**src/rtl/dmem_ctrl_if.sv**
```systemverilog
// Bus bundle between the CPU/DMA requesters,
// the data-memory controller and the memory array.
interface dmem_ctrl_if #(
  parameter int ADDR_W = 32
);
  logic              cpu_req;
  logic              cpu_we;
  logic [ADDR_W-1:0] cpu_addr;
  logic [31:0]       cpu_wdata;
  logic [2:0]        cpu_funct3;
  logic              cpu_ready;
  logic [31:0]       cpu_rdata;
  logic              cpu_err;

  logic              dma_req;
  logic              dma_we;
  logic [ADDR_W-1:0] dma_addr;
  logic [31:0]       dma_wdata;
  logic              dma_ready;
  logic [31:0]       dma_rdata;

  logic [31:0]       mem_addr;
  logic [31:0]       mem_wdata;
  logic              mem_read;
  logic              mem_write;
  logic [31:0]       mem_rdata;

  modport master (
    output cpu_req, cpu_we, cpu_addr,
    output cpu_wdata, cpu_funct3,
    output dma_req, dma_we, dma_addr,
    output dma_wdata, mem_rdata,
    input  cpu_ready, cpu_rdata, cpu_err,
    input  dma_ready, dma_rdata,
    input  mem_addr, mem_wdata,
    input  mem_read, mem_write
  );

  modport slave (
    input  cpu_req, cpu_we, cpu_addr,
    input  cpu_wdata, cpu_funct3,
    input  dma_req, dma_we, dma_addr,
    input  dma_wdata, mem_rdata,
    output cpu_ready, cpu_rdata, cpu_err,
    output dma_ready, dma_rdata,
    output mem_addr, mem_wdata,
    output mem_read, mem_write
  );
endinterface

```
**src/rtl/dmem_ctrl.sv**
```systemverilog
// Data-memory controller: CPU/DMA round-robin,
// sub-word load extraction and SB/SH read-modify-write.
module dmem_ctrl #(
  parameter int ADDR_W = 32,
  parameter int IDX_W  = 10
) (
  input logic        clk,
  input logic        reset,
  dmem_ctrl_if.slave bus
);

  typedef enum logic [1:0] {
    IDLE, ACCESS, MERGE, DONE
  } state_e;

  localparam logic [2:0] F_B  = 3'b000;
  localparam logic [2:0] F_H  = 3'b001;
  localparam logic [2:0] F_W  = 3'b010;
  localparam logic [2:0] F_BU = 3'b100;
  localparam logic [2:0] F_HU = 3'b101;

  state_e            state_q, state_d;
  logic              last_q;
  logic              gnt_q;
  logic              we_q;
  logic              err_q;
  logic [1:0]        off_q;
  logic [2:0]        f3_q;
  logic [15:0]       wlo_q;
  logic [IDX_W-1:0]  idx_q;
  logic [31:0]       wd_q;
  logic [31:0]       cpu_rd_q;
  logic [31:0]       dma_rd_q;

  logic              gnt_cpu, gnt_dma, grant;
  logic              s_we, ill;
  logic [ADDR_W-1:0] s_addr;
  logic [31:0]       s_wdata;
  logic [2:0]        s_f3;
  logic              rd, wr, done;
  logic [7:0]        ld_b;
  logic [15:0]       ld_h;
  logic [31:0]       ld_ext, merged;
  logic              unused_ok;

  // last_q=1 means DMA won last, so CPU wins a tie
  assign gnt_cpu = bus.cpu_req
                 & (~bus.dma_req | last_q);
  assign gnt_dma = bus.dma_req & ~gnt_cpu;
  assign grant   = (state_q == IDLE)
                 & (gnt_cpu | gnt_dma);

  assign s_we    = gnt_dma ? bus.dma_we
                           : bus.cpu_we;
  assign s_addr  = gnt_dma
                 ? {bus.dma_addr[ADDR_W-1:2], 2'b00}
                 : bus.cpu_addr;
  assign s_wdata = gnt_dma ? bus.dma_wdata
                           : bus.cpu_wdata;
  assign s_f3    = gnt_dma ? F_W
                           : bus.cpu_funct3;

  always_comb begin
    ill = 1'b0;
    unique case (s_f3)
      F_B:     ill = 1'b0;
      F_BU:    ill = s_we;
      F_H:     ill = s_addr[0];
      F_HU:    ill = s_we | s_addr[0];
      F_W:     ill = |s_addr[1:0];
      default: ill = 1'b1;
    endcase
  end

  assign ld_b = bus.mem_rdata[{off_q, 3'b000} +: 8];
  assign ld_h = off_q[1] ? bus.mem_rdata[31:16]
                         : bus.mem_rdata[15:0];

  always_comb begin
    ld_ext = bus.mem_rdata;
    unique case (f3_q)
      F_B:     ld_ext = {{24{ld_b[7]}}, ld_b};
      F_BU:    ld_ext = {24'h0, ld_b};
      F_H:     ld_ext = {{16{ld_h[15]}}, ld_h};
      F_HU:    ld_ext = {16'h0, ld_h};
      default: ld_ext = bus.mem_rdata;
    endcase
  end

  always_comb begin
    merged = bus.mem_rdata;
    if (f3_q == F_H)
      merged[{off_q[1], 4'b0000} +: 16] = wlo_q;
    else
      merged[{off_q, 3'b000} +: 8] = wlo_q[7:0];
  end

  always_comb begin
    state_d = state_q;
    rd      = 1'b0;
    wr      = 1'b0;
    unique case (state_q)
      IDLE: begin
        if (gnt_cpu | gnt_dma)
          state_d = ill ? DONE : ACCESS;
      end
      ACCESS: begin
        if (!we_q) begin
          rd      = 1'b1;
          state_d = DONE;
        end else if (f3_q == F_W) begin
          wr      = 1'b1;
          state_d = DONE;
        end else begin
          rd      = 1'b1;
          state_d = MERGE;
        end
      end
      MERGE: begin
        wr      = 1'b1;
        state_d = DONE;
      end
      DONE:    state_d = IDLE;
      default: state_d = IDLE;
    endcase
  end

  always_ff @(posedge clk) begin
    if (reset) begin
      state_q  <= IDLE;
      last_q   <= 1'b1;
      gnt_q    <= 1'b0;
      we_q     <= 1'b0;
      err_q    <= 1'b0;
      off_q    <= 2'b00;
      f3_q     <= F_W;
      wlo_q    <= 16'h0;
      idx_q    <= '0;
      wd_q     <= 32'h0;
      cpu_rd_q <= 32'h0;
      dma_rd_q <= 32'h0;
    end else begin
      state_q <= state_d;
      if (grant) begin
        last_q <= gnt_dma;
        gnt_q  <= gnt_dma;
        we_q   <= s_we;
        off_q  <= s_addr[1:0];
        f3_q   <= s_f3;
        wlo_q  <= s_wdata[15:0];
        err_q  <= ill;
        if (!ill)
          idx_q <= s_addr[IDX_W+1:2];
        if (!ill && s_we && s_f3 == F_W)
          wd_q <= s_wdata;
      end
      if (state_q == ACCESS) begin
        if (!we_q) begin
          if (gnt_q) dma_rd_q <= bus.mem_rdata;
          else       cpu_rd_q <= ld_ext;
        end else if (f3_q != F_W) begin
          wd_q <= merged;
        end
      end
    end
  end

  assign done          = (state_q == DONE) & ~reset;
  assign bus.cpu_ready = done & ~gnt_q;
  assign bus.cpu_err   = done & ~gnt_q & err_q;
  assign bus.dma_ready = done & gnt_q;
  assign bus.cpu_rdata = cpu_rd_q;
  assign bus.dma_rdata = dma_rd_q;
  assign bus.mem_addr  = {{(32-IDX_W){1'b0}}, idx_q};
  assign bus.mem_wdata = wd_q;
  assign bus.mem_read  = rd & ~reset;
  assign bus.mem_write = wr & ~reset;

  assign unused_ok = ^{s_addr[ADDR_W-1:IDX_W+2],
                       bus.dma_addr[1:0]};

endmodule

```
**src/flat_wrapper.sv**
```systemverilog
// flat-port wrapper written by rule: the top's interface ports become plain ports
module dmem_ctrl_flat 
#(
  parameter int ADDR_W = 32,
  parameter int IDX_W  = 10
)
  (clk, reset, bus_cpu_req, bus_cpu_we, bus_cpu_addr, bus_cpu_wdata, bus_cpu_funct3, bus_dma_req, bus_dma_we, bus_dma_addr, bus_dma_wdata, bus_mem_rdata, bus_cpu_ready, bus_cpu_rdata, bus_cpu_err, bus_dma_ready, bus_dma_rdata, bus_mem_addr, bus_mem_wdata, bus_mem_read, bus_mem_write);
  dmem_ctrl_if #(.ADDR_W(ADDR_W)) bus_i ();
  input logic clk;
  input logic reset;
  input wire logic [$bits(bus_i.cpu_req)-1:0] bus_cpu_req;
  input wire logic [$bits(bus_i.cpu_we)-1:0] bus_cpu_we;
  input wire logic [$bits(bus_i.cpu_addr)-1:0] bus_cpu_addr;
  input wire logic [$bits(bus_i.cpu_wdata)-1:0] bus_cpu_wdata;
  input wire logic [$bits(bus_i.cpu_funct3)-1:0] bus_cpu_funct3;
  input wire logic [$bits(bus_i.dma_req)-1:0] bus_dma_req;
  input wire logic [$bits(bus_i.dma_we)-1:0] bus_dma_we;
  input wire logic [$bits(bus_i.dma_addr)-1:0] bus_dma_addr;
  input wire logic [$bits(bus_i.dma_wdata)-1:0] bus_dma_wdata;
  input wire logic [$bits(bus_i.mem_rdata)-1:0] bus_mem_rdata;
  output wire logic [$bits(bus_i.cpu_ready)-1:0] bus_cpu_ready;
  output wire logic [$bits(bus_i.cpu_rdata)-1:0] bus_cpu_rdata;
  output wire logic [$bits(bus_i.cpu_err)-1:0] bus_cpu_err;
  output wire logic [$bits(bus_i.dma_ready)-1:0] bus_dma_ready;
  output wire logic [$bits(bus_i.dma_rdata)-1:0] bus_dma_rdata;
  output wire logic [$bits(bus_i.mem_addr)-1:0] bus_mem_addr;
  output wire logic [$bits(bus_i.mem_wdata)-1:0] bus_mem_wdata;
  output wire logic [$bits(bus_i.mem_read)-1:0] bus_mem_read;
  output wire logic [$bits(bus_i.mem_write)-1:0] bus_mem_write;
  assign bus_i.cpu_req = bus_cpu_req;
  assign bus_i.cpu_we = bus_cpu_we;
  assign bus_i.cpu_addr = bus_cpu_addr;
  assign bus_i.cpu_wdata = bus_cpu_wdata;
  assign bus_i.cpu_funct3 = bus_cpu_funct3;
  assign bus_i.dma_req = bus_dma_req;
  assign bus_i.dma_we = bus_dma_we;
  assign bus_i.dma_addr = bus_dma_addr;
  assign bus_i.dma_wdata = bus_dma_wdata;
  assign bus_i.mem_rdata = bus_mem_rdata;
  assign bus_cpu_ready = bus_i.cpu_ready;
  assign bus_cpu_rdata = bus_i.cpu_rdata;
  assign bus_cpu_err = bus_i.cpu_err;
  assign bus_dma_ready = bus_i.dma_ready;
  assign bus_dma_rdata = bus_i.dma_rdata;
  assign bus_mem_addr = bus_i.mem_addr;
  assign bus_mem_wdata = bus_i.mem_wdata;
  assign bus_mem_read = bus_i.mem_read;
  assign bus_mem_write = bus_i.mem_write;
  dmem_ctrl #(.ADDR_W(ADDR_W), .IDX_W(IDX_W)) u_core (.clk(clk), .reset(reset), .bus(bus_i));
endmodule
```
**config.mk**
```make
export PLATFORM = sky130hd
export DESIGN_NAME = dmem_ctrl_flat
export DESIGN_NICKNAME = d
export VERILOG_FILES = /design/src/rtl/dmem_ctrl_if.sv /design/src/rtl/dmem_ctrl.sv /design/src/flat_wrapper.sv
export SDC_FILE = /design/constraint.sdc
export NUM_CORES = 1
export LEC_CHECK = 0
export BUFFER_PORTS_ARGS = -buffer_cell sky130_fd_sc_hd__buf_2
export CORE_ASPECT_RATIO = 0.6
export CORE_MARGIN = 2
export CORE_UTILIZATION = 49
export DETAILED_ROUTE_END_ITERATION = 16
export MAX_ROUTING_LAYER = met4
export PLACE_DENSITY_LB_ADDON = 0.05
export SYNTH_ARGS = -nofsm -noshare
export SYNTH_HDL_FRONTEND = slang
export SYNTH_SLANG_ARGS = --single-unit
```
**constraint.sdc**
```tcl
create_clock -name clk -period 2.35 [get_ports clk]
set_input_delay 0.5875 -clock clk [delete_from_list [all_inputs] [get_ports clk]]
set_output_delay 0.5875 -clock clk [all_outputs]
set_load 0.05 [all_outputs]
```
======== After elaboration in Yosys (flattened, before gate mapping) ========
Cells that the tools add are included.
word-level totals
  output and inout port bits .............. 133
  register bits after elaboration ......... 133
  logic and storage cells ................. 86
  input bits .............................. 169
operators by class
  reductions and logical operators ........ 10
  $add $sub $neg .......................... 2
  bitwise gates (word level) .............. 18
  muxes and demuxes ....................... 26
  shift-type cells ........................ 5
  eq/ne operators ......................... 13
operators with widths
  cell                       number
  $mux W32                   7
  $pmux W32 S4               1
  $bwmux W32                 2
  $shift A16 B7 Y32 const A  1
  $shift A8 B7 Y32 const A   1
  $shiftx A16 B7 Y32         1
  $shiftx A32 B6 Y8          1
  $shiftx A8 B7 Y32          1
  $mux W16                   1
  $neg A5 Y7                 2
  $eq A3 B3 Y1 const B       4
  $mux W12                   1
  $and A1 B1 Y1              9
  $pmux W2 S4                1
  $mux W1                    7
  $eq A3 B1 Y1 const B       2
  $eq A3 B2 Y1 const B       2
  $logic_not A3 Y1           2
  $mux W2                    3
  $not A1 Y1                 6
  $reduce_and A3 Y1          2
  $pmux W1 S5                1
  $eq A2 B2 Y1 const B       2
  $mux W3                    1
  10 further kinds           13

======== Longest topological paths before layout ========
  word-level depth ........................ 16
  mapped depth ............................ 9
  gate-level depth less buffers ........... 6

======== Worst setup path before layout ========
No wires, ideal clock.
  path kind ............................... input to output
  start point ............................. input reset
  end point ............................... output bus_cpu_err
  stages on the path ...................... 3
  buffers on the path ..................... 1
  required time ........................... 1.762 ns
  arrival time ............................ 2.512 ns
  slack ................................... -0.749 ns
  cells stage by stage .................... clkbuf_1 nor3b_1 and2_1
on the way
  longest elaborated chain between the ends .. 4
RTL lines
  item               line                RTL
  start, declared    flat_wrapper.sv:10  input logic reset;
  $not A1 Y1         dmem_ctrl.sv:168    assign done = (state_q == DONE) & ~reset;
  $and A1 B1 Y1      dmem_ctrl.sv:168
  $and A1 B1 Y1      --
  via bus_cpu_ready  flat_wrapper.sv:21  output wire logic [$bits(bus_i.cpu_ready)-1:0] bus_cpu_ready;
  $and A1 B1 Y1      dmem_ctrl.sv:170    assign bus.cpu_err = done & ~gnt_q & err_q;
  end, declared      flat_wrapper.sv:23  output wire logic [$bits(bus_i.cpu_err)-1:0] bus_cpu_err;
The timed path passes the listed nets, and every way through them passes these cells.

======== Worst setup path in the final report ========
  start point ............................. register u_core.off_q[1]
  end point ............................... register u_core.wd_q[1] (netlist: u_core.bus.mem_wdata[1])
on the way
  longest elaborated chain between the ends .. 7
  elaborated cells between the ends (all ways) .. 12
  classes of those cells .................. 2 x add/sub; 4 x shift; 6 x mux
RTL lines
  item                                        line                              RTL
  start, declared                             dmem_ctrl.sv:27                   logic [1:0] off_q;
  start signal, assigned                      dmem_ctrl.sv:148                  off_q <= s_addr[1:0];
  $neg A5 Y7 (on tied branches)               dmem_ctrl.sv:93, dmem_ctrl.sv:95
  $shiftx A16 B7 Y32 (tied with other cells)  dmem_ctrl.sv:93                   merged[{off_q[1], 4'b0000} +: 16] = wlo_q;
  $bwmux W32 (on tied branches)               dmem_ctrl.sv:93, dmem_ctrl.sv:95
  $mux W32 *                                  dmem_ctrl.sv:92                   if (f3_q == F_H)
  $mux W32 *                                  dmem_ctrl.sv:161                  end else if (f3_q != F_W) begin
  $mux W32 *                                  dmem_ctrl.sv:158                  if (!we_q) begin
  $mux W32 *                                  dmem_ctrl.sv:157                  if (state_q == ACCESS) begin
  end signal, assigned                        dmem_ctrl.sv:155                  wd_q <= s_wdata;
  end signal, assigned                        dmem_ctrl.sv:162                  wd_q <= merged;
  end, declared                               dmem_ctrl.sv:31                   logic [31:0] wd_q;
Mark *: on every way between the ends. The rest lies on a longest branch, timed or not.
A chain may end at the register's enable or synchronous reset.

==> results.sh <==
export IMPL_status="finished clean"
export IMPL_cts_buffer_depth=2
export IMPL_antenna_found_initial=0
export IMPL_grt_util_all_layers_pct=30.4
export IMPL_setup_tns_ns=0
export IMPL_synth_top_family_by_area="compound AO/OA/AOI/OAI gates"
export IMPL_final_hold_viol_count=0
export IMPL_maxCapViolations=0
export IMPL_synth_mux_area_share_pct=6.48
export IMPL_cts_max_level=4
export IMPL_cts_buffers=17
export IMPL_start_kind="flop"
export IMPL_ys_types=61
export IMPL_synth_simple_area_share_pct=17.0
export IMPL_vias=7544
export IMPL_cts_tree="yes"
export IMPL_post_route_period_util_pct=96.4
export IMPL_final_nets=1279
export IMPL_yosysWarnings=0
export IMPL_min_period_ns=2.26
export IMPL_drc=0
export IMPL_cp_arrival_ns=2.64
export IMPL_worst_ep_required_time_ns=2.72
export IMPL_final_cells=1311
export IMPL_place_gp_congestion=0.916
export IMPL_grt_pass1_vias=6571
export IMPL_synth_yosys_seq_area_share_pct=36.9
export IMPL_rsz0062_at_grt="no"
export IMPL_ant_nets=0
export IMPL_skew_ns=0.0139
export IMPL_synth_fa_ha_area_share_pct=1.73
export IMPL_worstMarginPinSlew_ns=1.19
export IMPL_fp_coreArea_sq_um=14400
export IMPL_power_leakage_nw=3.92
export IMPL_numPortBuffers=237
export IMPL_clock_sinks=133
export IMPL_dr_pass1_iters=5
export IMPL_pwr_density_cell_nw_per_um2=1150
export IMPL_start_util_pct=50.0
export IMPL_initialDrtViolationCount=775
export IMPL_synth_compound_area_share_pct=29.2
export IMPL_endpoint_kind="flop"
export IMPL_synth_cells=893
export IMPL_critical_path_class="reg -> reg"
export IMPL_synthesis_area_sq_um=7220
export IMPL_finalMaxSlewViolations=0
export IMPL_die_h_um=98.0
export IMPL_diodes=0
export IMPL_design_area_sq_um=9150
export IMPL_ir_worst_vdd_mv=0.622
export IMPL_synth_xor_xnor_area_share_pct=0
export IMPL_ys_flop_type="dfxtp_1"
export IMPL_max_freq_mhz=442
export IMPL_clk_latency_ns=0.42
export IMPL_wl_per_cell_um=18.4
export IMPL_cts_root_buf="clkbuf_16"
export IMPL_fp_dieW_um=161
export IMPL_syn_avg_cell_area_sq_um=8.08
export IMPL_synthArstFlopShare_pct=0
export IMPL_path_clk_slew_ns=0.06
export IMPL_grt_overflow_total=0
export IMPL_dpl_hpwl_um=17700
export IMPL_grt_max_degree=51
export IMPL_placed_area_sq_um=8560
export IMPL_top_level_ports=302
export IMPL_ys_ff_latch=133
export IMPL_slew_headroom_pct=20.3
export IMPL_min_path_type="in -> reg"
export IMPL_postCtsSetupRepairBufs=0
export IMPL_final_core_util_pct=63.4
export IMPL_rows=34
export IMPL_die_area_sq_um=15700
export IMPL_drive_gt1_share_pct=31.5
export IMPL_synth_edf_count=0
export IMPL_setup_viol=0
export IMPL_syn_to_final_growth_pct=26.8
export IMPL_dp_cells=1279
export IMPL_grt_pass1_wl_um=36800
export IMPL_cp_max_fo=13
export IMPL_finalWirelength_um=24100
export IMPL_via_per_inst=5.75
-- Yosys cell counts (all sizes together), types with 14 or more instances --
cell | count | area [sq um]
nand2 | 164 | 623
a22oi | 15 | 113
o211ai | 43 | 328
a211oi | 19 | 143
o311ai | 16 | 148
mux2i | 40 | 400
dfxtp | 133 | 2660
clkbuf | 55 | 206
o22ai | 16 | 100
a31oi | 26 | 169
nor2 | 51 | 191
buf | 52 | 334
o32ai | 14 | 123
o21ai | 41 | 216
a21oi | 65 | 325
nor3 | 14 | 70.1
inv | 22 | 82.6
-- timing repair --
| action | in CTS | in global routing |
|---|---|---|
| hold buffers | 0 | 0 |
| hold endpoints to repair | 0 | 0 |
| pin swaps | 0 | 0 |
| cloned | 0 | 0 |
| gates resized for setup | 5 | 4 |
| endpoints found under the setup margin | 2 | 2 |
-- path summary, 6_finish.rpt --
check / start / cells past startpoint / slack (ns) / to
worst min-delay path: bus_mem_rdata[5] / 3 / 0.44 / u_core.bus.dma_rdata[5]
worst max register to register: u_core.off_q[1] / 6 / 0.09 / u_core.bus.mem_wdata[1]
worst min register to register: u_core.bus.dma_rdata[19] / 2 / 0.45 / u_core.bus.dma_rdata[19]
worst max-delay path: u_core.off_q[1] / 6 / 0.09 / u_core.bus.mem_wdata[1]
-- logic make-up after synthesis --
family / after synthesis
adder cells (fa/ha/maj): 10
buffers and inverters: 129
multiplexers: 46
flip-flops: 133
AO/OA/AOI/OAI: 296
other: 1
AND/OR/NAND/NOR: 278
-- report_power, final --
group          internal, mW  switching, mW
Sequential             2.80          0.458
Clock                  1.42           1.09
Combinational          1.44           3.34
-- routing by layer --
metal	GRT usage [%]	wire length (um)	up-vias
li1	-	-	3628
met3	7.48	2370	31
met5	-	0	-
met2	43.5	10300	389
met4	6.17	264	0
met1	43.5	11200	3496
-- worst max-delay path: stages (launching register included) --
cell and delay, ns:
dfxtp_2 0.50, inv_1 0.18, ha_1 0.36, nand4bb_1 0.20, mux2i_1 0.51, a221o_1 0.28, o2111a_1 0.18
-- final cells by class --
type                       instances  area [sq um]
clock buffer                      20           457
inverter                          22          82.6
timing repair buffer             274          1510
fill                            1328          5270
tap                              198           248
clock inverter                    12          97.6
multi-input combinational        652          4090
sequential                       133          2670
-- metrics by stage --
step / worst slack (ns) / total power, mW / hold WS (ns)
2_1_floorplan: -0.0264 / 6.66 / 0.432
3_3_place_gp: 0.0499 / 7.91 / 0.440
3_5_place_dp: -0.0244 / 7.96 / 0.443
4_1_cts: 0.0355 / 10.5 / 0.431
5_1_grt: 0.0156 / 11.0 / 0.437
6_report: 0.0853 / 10.5 / 0.438
-- sequential cells by signal, indices dropped and copies added, names as in the netlist, 2 cells and up --
name	count
u_core.bus.dma_rdata	32
u_core.state_q	2
u_core.off_q	2
u_core.f3_q	3
u_core.bus.cpu_rdata	32
u_core.bus.mem_wdata	32
u_core.idx_q	10
u_core.wlo_q	16
-- placed cells by master (no fill, tap or decap), types with 3 or more instances in the layout --
cell type / count
conb_1: 22
buf_2: 235
o311ai_0: 6
o311ai_1: 9
o221a_2: 7
dfxtp_2: 3
o211ai_1: 42
mux2_2: 6
nor3b_4: 3
clkbuf_16: 17
a31oi_1: 24
nor3_1: 14
nor2b_1: 3
inv_6: 4
buf_4: 36
o21ai_1: 4
a21oi_1: 64
o32ai_1: 14
o21ai_0: 36
dfxtp_1: 130
and2_1: 11
buf_12: 3
ha_1: 9
a211oi_1: 19
o22ai_1: 16
a311oi_1: 12
nand2_1: 163
a221o_1: 3
mux2i_1: 39
inv_1: 22
clkinvlp_4: 6
nand2b_1: 5
a2111oi_2: 7
nor2_1: 51
a22oi_1: 15
nand3_1: 8
(Power assumes the default switching activity.)
